<file path="config.mk">
export PLATFORM = sky130hd
export DESIGN_NAME = i2s_rx_deser_flat
export DESIGN_NICKNAME = d
export VERILOG_FILES = /design/src/rtl/i2s_rx_deser_if.sv /design/src/rtl/i2s_rx_deser.sv /design/src/flat_wrapper.sv
export SDC_FILE = /design/constraint.sdc
export NUM_CORES = 1
export LEC_CHECK = 0
export ABC_AREA = 1
export CORE_MARGIN = 5
export CORE_UTILIZATION = 59
export CTS_CLUSTER_DIAMETER = 80
export DETAILED_ROUTE_END_ITERATION = 10
export PLACE_DENSITY = 0.83
export SLEW_MARGIN = 30
export SYNTH_ARGS = -nofsm -noshare
export SYNTH_HDL_FRONTEND = slang
export SYNTH_SLANG_ARGS = --single-unit
</file>
<file path="constraint.sdc">
create_clock -name sck -period 2.42 [get_ports sck]
set_clock_uncertainty 0.2 [all_clocks]
set_input_delay 0.484 -clock sck [delete_from_list [all_inputs] [get_ports sck]]
set_output_delay 0.484 -clock sck [all_outputs]
set_load 0.02 [all_outputs]
</file>
<file path="src/rtl/i2s_rx_deser_if.sv">
// Bundle for the I2S receive path: serial inputs (word select, data) plus
// the deserialized word and its per-channel strobes.
interface i2s_rx_deser_if #(
  parameter int unsigned DATA_WIDTH = 8
) ();
  logic                  lrck;
  logic                  sdin;
  logic [DATA_WIDTH-1:0] data;
  logic                  l_vld;
  logic                  r_vld;
  logic                  synced;

  // Serial source side: drives the wire pair, observes the recovered words.
  modport master (
    output lrck,
    output sdin,
    input  data,
    input  l_vld,
    input  r_vld,
    input  synced
  );

  // Deserializer side.
  modport slave (
    input  lrck,
    input  sdin,
    output data,
    output l_vld,
    output r_vld,
    output synced
  );
endinterface

</file>
<file path="src/rtl/i2s_rx_deser.sv">
// I2S receive deserializer: rebuilds left/right words MSB-first from sdin,
// presenting each completed word on data with a one-cycle channel strobe.
module i2s_rx_deser #(
  parameter int unsigned DATA_WIDTH = 8
) (
  input logic            sck,
  input logic            rst_n,
  i2s_rx_deser_if.slave  bus
);

  localparam int unsigned CW = $clog2(DATA_WIDTH + 1);

  if (DATA_WIDTH < 2) begin : g_width_check
    $error("i2s_rx_deser: DATA_WIDTH must be at least 2");
  end

  typedef enum logic [1:0] {
    ST_UNPRIMED = 2'd0,
    ST_HUNT     = 2'd1,
    ST_LOCKED   = 2'd2
  } state_e;

  state_e                state_q, state_d;
  logic                  ws_d_q, ws_d_d;
  logic [CW-1:0]         bit_cnt_q, bit_cnt_d;
  logic [DATA_WIDTH-1:0] shreg_q, shreg_d;
  logic [DATA_WIDTH-1:0] data_q, data_d;
  logic                  l_vld_q, l_vld_d;
  logic                  r_vld_q, r_vld_d;
  logic                  synced_q, synced_d;

  logic                  ws_edge;
  logic                  have_room;
  logic [DATA_WIDTH-1:0] shifted;
  logic [DATA_WIDTH-1:0] word;

  always_comb begin
    state_d   = state_q;
    ws_d_d    = bus.lrck;
    bit_cnt_d = bit_cnt_q;
    shreg_d   = shreg_q;
    data_d    = data_q;
    l_vld_d   = 1'b0;
    r_vld_d   = 1'b0;
    synced_d  = synced_q;

    ws_edge   = (state_q != ST_UNPRIMED) && (bus.lrck != ws_d_q);
    have_room = bit_cnt_q < CW'(DATA_WIDTH);
    shifted   = {shreg_q[DATA_WIDTH-2:0], bus.sdin};
    // shifted holds bit_cnt+1 valid bits at the bottom; move them to the top.
    word      = have_room ? (shifted << (CW'(DATA_WIDTH - 1) - bit_cnt_q))
                          : shreg_q;

    if (state_q == ST_UNPRIMED) begin
      state_d = ST_HUNT;
    end

    if (ws_edge) begin
      bit_cnt_d = '0;
      shreg_d   = '0;
      if (state_q == ST_LOCKED) begin
        data_d  = word;
        l_vld_d = ~ws_d_q;
        r_vld_d = ws_d_q;
      end else begin
        // First boundary after reset only aligns; the partial word is dropped.
        state_d  = ST_LOCKED;
        synced_d = 1'b1;
      end
    end else if (have_room) begin
      shreg_d   = shifted;
      bit_cnt_d = bit_cnt_q + CW'(1);
    end
  end

  always_ff @(posedge sck or negedge rst_n) begin
    if (!rst_n) begin
      state_q   <= ST_UNPRIMED;
      ws_d_q    <= 1'b0;
      bit_cnt_q <= '0;
      shreg_q   <= '0;
      data_q    <= '0;
      l_vld_q   <= 1'b0;
      r_vld_q   <= 1'b0;
      synced_q  <= 1'b0;
    end else begin
      state_q   <= state_d;
      ws_d_q    <= ws_d_d;
      bit_cnt_q <= bit_cnt_d;
      shreg_q   <= shreg_d;
      data_q    <= data_d;
      l_vld_q   <= l_vld_d;
      r_vld_q   <= r_vld_d;
      synced_q  <= synced_d;
    end
  end

  assign bus.data   = data_q;
  assign bus.l_vld  = l_vld_q;
  assign bus.r_vld  = r_vld_q;
  assign bus.synced = synced_q;

endmodule

</file>
<file path="src/flat_wrapper.sv">
// flat-port wrapper written by rule: the top's interface ports become plain ports
module i2s_rx_deser_flat 
#(
  parameter int unsigned DATA_WIDTH = 8
)
  (sck, rst_n, bus_lrck, bus_sdin, bus_data, bus_l_vld, bus_r_vld, bus_synced);
  i2s_rx_deser_if #(.DATA_WIDTH(DATA_WIDTH)) bus_i ();
  input logic sck;
  input logic rst_n;
  input wire logic [$bits(bus_i.lrck)-1:0] bus_lrck;
  input wire logic [$bits(bus_i.sdin)-1:0] bus_sdin;
  output wire logic [$bits(bus_i.data)-1:0] bus_data;
  output wire logic [$bits(bus_i.l_vld)-1:0] bus_l_vld;
  output wire logic [$bits(bus_i.r_vld)-1:0] bus_r_vld;
  output wire logic [$bits(bus_i.synced)-1:0] bus_synced;
  assign bus_i.lrck = bus_lrck;
  assign bus_i.sdin = bus_sdin;
  assign bus_data = bus_i.data;
  assign bus_l_vld = bus_i.l_vld;
  assign bus_r_vld = bus_i.r_vld;
  assign bus_synced = bus_i.synced;
  i2s_rx_deser #(.DATA_WIDTH(DATA_WIDTH)) u_core (.sck(sck), .rst_n(rst_n), .bus(bus_i));
endmodule
</file>
Word-level counts from Yosys, hierarchy flattened
Index checks and enable logic that the tools add are counted.

operators by class
  bitwise operators = 2
  muxes and demuxes = 12
  shift operators = 1
  reduce and logical (&&, ||, !) cells = 6
  equal/unequal tests = 2
  add/sub/neg operators = 2
  $lt $le $gt $ge = 1

operator list
  kind                                                number
  2-to-1 mux 8 bit                                    3
  2-to-1 mux 4 bit                                    2
  << shifter 8 x 4 -> 8 bit                           1
  2-to-1 mux 2 bit                                    3
  adder 4 x 1 -> 4 bit (second input constant)        1
  less-than comparator 4 bit (second input constant)  1
  2-to-1 mux 1 bit                                    4
  AND reduction 2 bit                                 2
  nonzero test 2 bit                                  2
  subtractor 3 x 4 -> 4 bit (first input constant)    1
  == test 2 bit (second input constant)               1
  zero test 2 bit                                     1
  NOT 1 bit                                           2
  logical AND 1 bit                                   1
  inequality test 1 bit                               1

word-level totals
  input bits = 4
  output and inout port bits = 11
  register bits = 26

Depth between registers and ports, before layout
  depth after elaboration = 4
  gate-level depth with buffers = 8
  mapped depth without buffers = 8

Worst setup path before layout
Ideal clock, no wire load.

  kind = input port to flip-flop
  start point = input bus_lrck
  end point = register u_core.data_q[6] (netlist: u_core.bus.data[6])
  data required time = 2107 ps
  setup time = 113 ps
  stages on the path = 7
  slack = 1023 ps
  arrival = 1085 ps
  cells stage by stage = inv_1 > nand2_4 > nand3_4 > inv_4 > or2_1 > nand2_1 > inv_1

on the way
  cells in the longest elaborated chain, start to end = 3

ends and longest elaborated chain
  what                                  RTL line            RTL
  start, declared                       flat_wrapper.sv:10  input wire logic [$bits(bus_i.lrck)-1:0] bus_lrck;
  inequality test 1 bit                 i2s_rx_deser.sv:47  ws_edge = (state_q != ST_UNPRIMED) && (bus.lrck != ws_d_q);
  logical AND 1 bit                     i2s_rx_deser.sv:47
  AND reduction 2 bit (no source line)  n/a
  end signal, assigned                  i2s_rx_deser.sv:91  data_q <= data_d;
  end, declared                         i2s_rx_deser.sv:27  logic [DATA_WIDTH-1:0] data_q, data_d;

Every way passes these cells.
A chain may end at the register's enable or synchronous reset.

Worst setup path in the final report
  start point = register u_core.data_q[0] (netlist: u_core.bus.data[0])
  end point = output bus_data[0]

RTL lines
  what           RTL line            RTL
  end, declared  flat_wrapper.sv:12  output wire logic [$bits(bus_i.data)-1:0] bus_data;

No word-level cell between the ends.

==> results.cfg <==
[setup_path]
critPathBufInv = 1
slowest_delay_ns = 0.61
setup.worst_path.end_class = primary output
critPathKind = reg -> out
worstPathMaxFanout = 2
cp_slowest_cell = clkdlybuf4s50_1
regToRegSetupSlack_ns = 0.85
worstPathArrival_ns = 1.31
cp.required_ns = 1.74
cpLargestDelayFamily = buffers and inverters
critPathLaunchType = register
crit_chain = clkdlybuf4s50_1

[clocking]
path_clk_slew_ns = 0.14
cts_buffer_depth = 2
clock-root-buffer = clkbuf_4
cts_tree = done
cts_sinks = 26
post_cts_resized = 0
h-tree-depth = 1
holdBufCountCts = 0
cts_setup_buffers = 0
cts_buffers = 3
clock_latency_ns = 0.32

[timing]
rsz0062_at_grt = no
period_needed_ns = 2.00
fin_tns_setup_ns = 0
worstMarginPinSlew_ns = 0.584
maxSlewHeadroom_pct = 61.0
finalMaxSlewViolations = 0
hold_violations = 0
fmax_mhz = 501
post-route-period-util_pct = 82.5
whs_ns = 0.301
finalSetupViolations = 0

[cells_and_area]
final_core_utilization_pct = 71.7
layout_common_cells = nand2_1, dfrtp_1, nand3_1, inv_2
mostFrequentLayoutCell = nand2_1
drive_above_1_share_pct = 20.1
antennaDiodeCount = 0
nets = 205
syn2layout_area_growth_pct = 13.5

[synthesis]
synthDistinctLibCells = 27
synth_area_per_cell_sq_um = 7.70
netlist_instances = 185
yosysWarnings = 0
netlist.area_leader.share_pct = 45.7
ys_ff_latch = 26
syn_nets = 190
ys_top_cells_by_area = dfrtp_1, nand2_1, nand3_1, nand2_2, inv_2
synth_top_area_cell = dfrtp_1
synth_area_sq_mm = 0.00142
yosysSeqAreaShare_pct = 45.7

[global_routing]
first_global_vias = 1144
antenna_found_initial = 0
grt-ovfl-total = 0
grt_start_max_net_pins = 27
gr-usage-all-layers_pct = 18.3
grt_pass1_wl_um = 5000

[route]
drt_pass1_iterations = 4
drcViolationCount = 0
routed_via_density = 5.27
routed_wl_um = 2870
num_vias = 1196
ant_nets = 0
wl_per_cell_um = 12.6
drt_iter0_markers = 56

[die]
die_h_um = 59.1
rows = 17
start_util_pct = 63.2
ios = 15
die_w_um = 59.1
die_area_sq_mm = 0.00350
core_area_sq_mm = 0.00225

[job]
cap_violations = 0

[power]
p_leak_nw = 0.855
ir_drop_uv = 444
powerDensity_mw_per_mm2 = 611

[worst_hold_path]
hold_path_class = in -> async

[place]
io_buffers = 14
dp_hpwl_um = 2090
globalplace.congestion = 0.865

[outcome]
outcome = complete, no violations
[registers in the layout (all words and copies together) (netlist names)]
signal             cells
u_core.ws_d_q          1
u_core.bus.data        8
u_core.bus.synced      1
u_core.bus.r_vld       1
u_core.state_q         2
u_core.shreg_q         8
u_core.bus.l_vld       1
u_core.bit_cnt_q       4
[per-layer routing]
metal	global-route usage [%]	up-vias	routed length (um)
met3	2.18	8	184
li1	-	595	-
met4	7.44	0	79
met2	29.0	48	1320
met1	25.4	545	1280
met5	0	-	0
[synthesized netlist by cell type, drive strengths merged]
master / count
clkbuf: 1
nor2: 20
o21ai: 9
ha: 1
buf: 4
inv: 29
or2: 3
nand2: 61
clkinv: 1
nand4: 1
dfrtp: 26
xor2: 1
a31oi: 2
nand3: 21
nor3: 1
a21oi: 4
[cell type report]
class	count	area, sq um
inverter	30	115
clock buffer	3	22.5
clock inverter	1	30.0
sequential	26	651
fill	200	638
tap	28	35.0
timing repair buffer	15	148
multi-input combinational	124	616
[report_power, final]
part / internal (mW) / switching [mW]
logic: 0.0791 / 0.122
clock network: 0.168 / 0.131
registers: 0.460 / 0.0266
[per-stage QoR]
stage / std cells / setup slack, ns / cell area [sq um] / power [mW]
2_1_floorplan: 185 / 1.02 / 1420 / 0.624
3_3_place_gp: 223 / 0.398 / 1560 / 0.687
3_5_place_dp: 223 / 0.350 / 1560 / 0.694
4_1_cts: 227 / 0.409 / 1620 / 0.993
5_1_grt: 227 / 0.353 / 1620 / 1.04
6_report: 227 / 0.424 / 1620 / 0.987
[final timing paths]
kind | start | to | depth (start not counted)
min in group sck | u_core.state_q[1] | u_core.state_q[1] | 2
max reg2reg | u_core.bit_cnt_q[0] | u_core.bus.data[4] | 6
max | u_core.bus.data[0] | bus_data[0] | 1
min reg2reg | u_core.state_q[1] | u_core.state_q[1] | 2
min | rst_n | u_core.bus.data[5] | 2
max in group asynchronous | rst_n | u_core.bus.synced | 2
[cells by family after synthesis]
| family | after synthesis | synth area share, % |
|---|---|---|
| buffers and inverters | 35 | 11.1 |
| XOR/XNOR | 1 | 0.615 |
| AND/OR/NAND/NOR | 107 | 36.3 |
| flip-flops | 26 | 45.7 |
| AO/OA/AOI/OAI | 15 | 5.45 |
| adder cells (fa/ha/maj) | 1 | 0.879 |
Note: power is estimated with default switching activity, not from simulation.
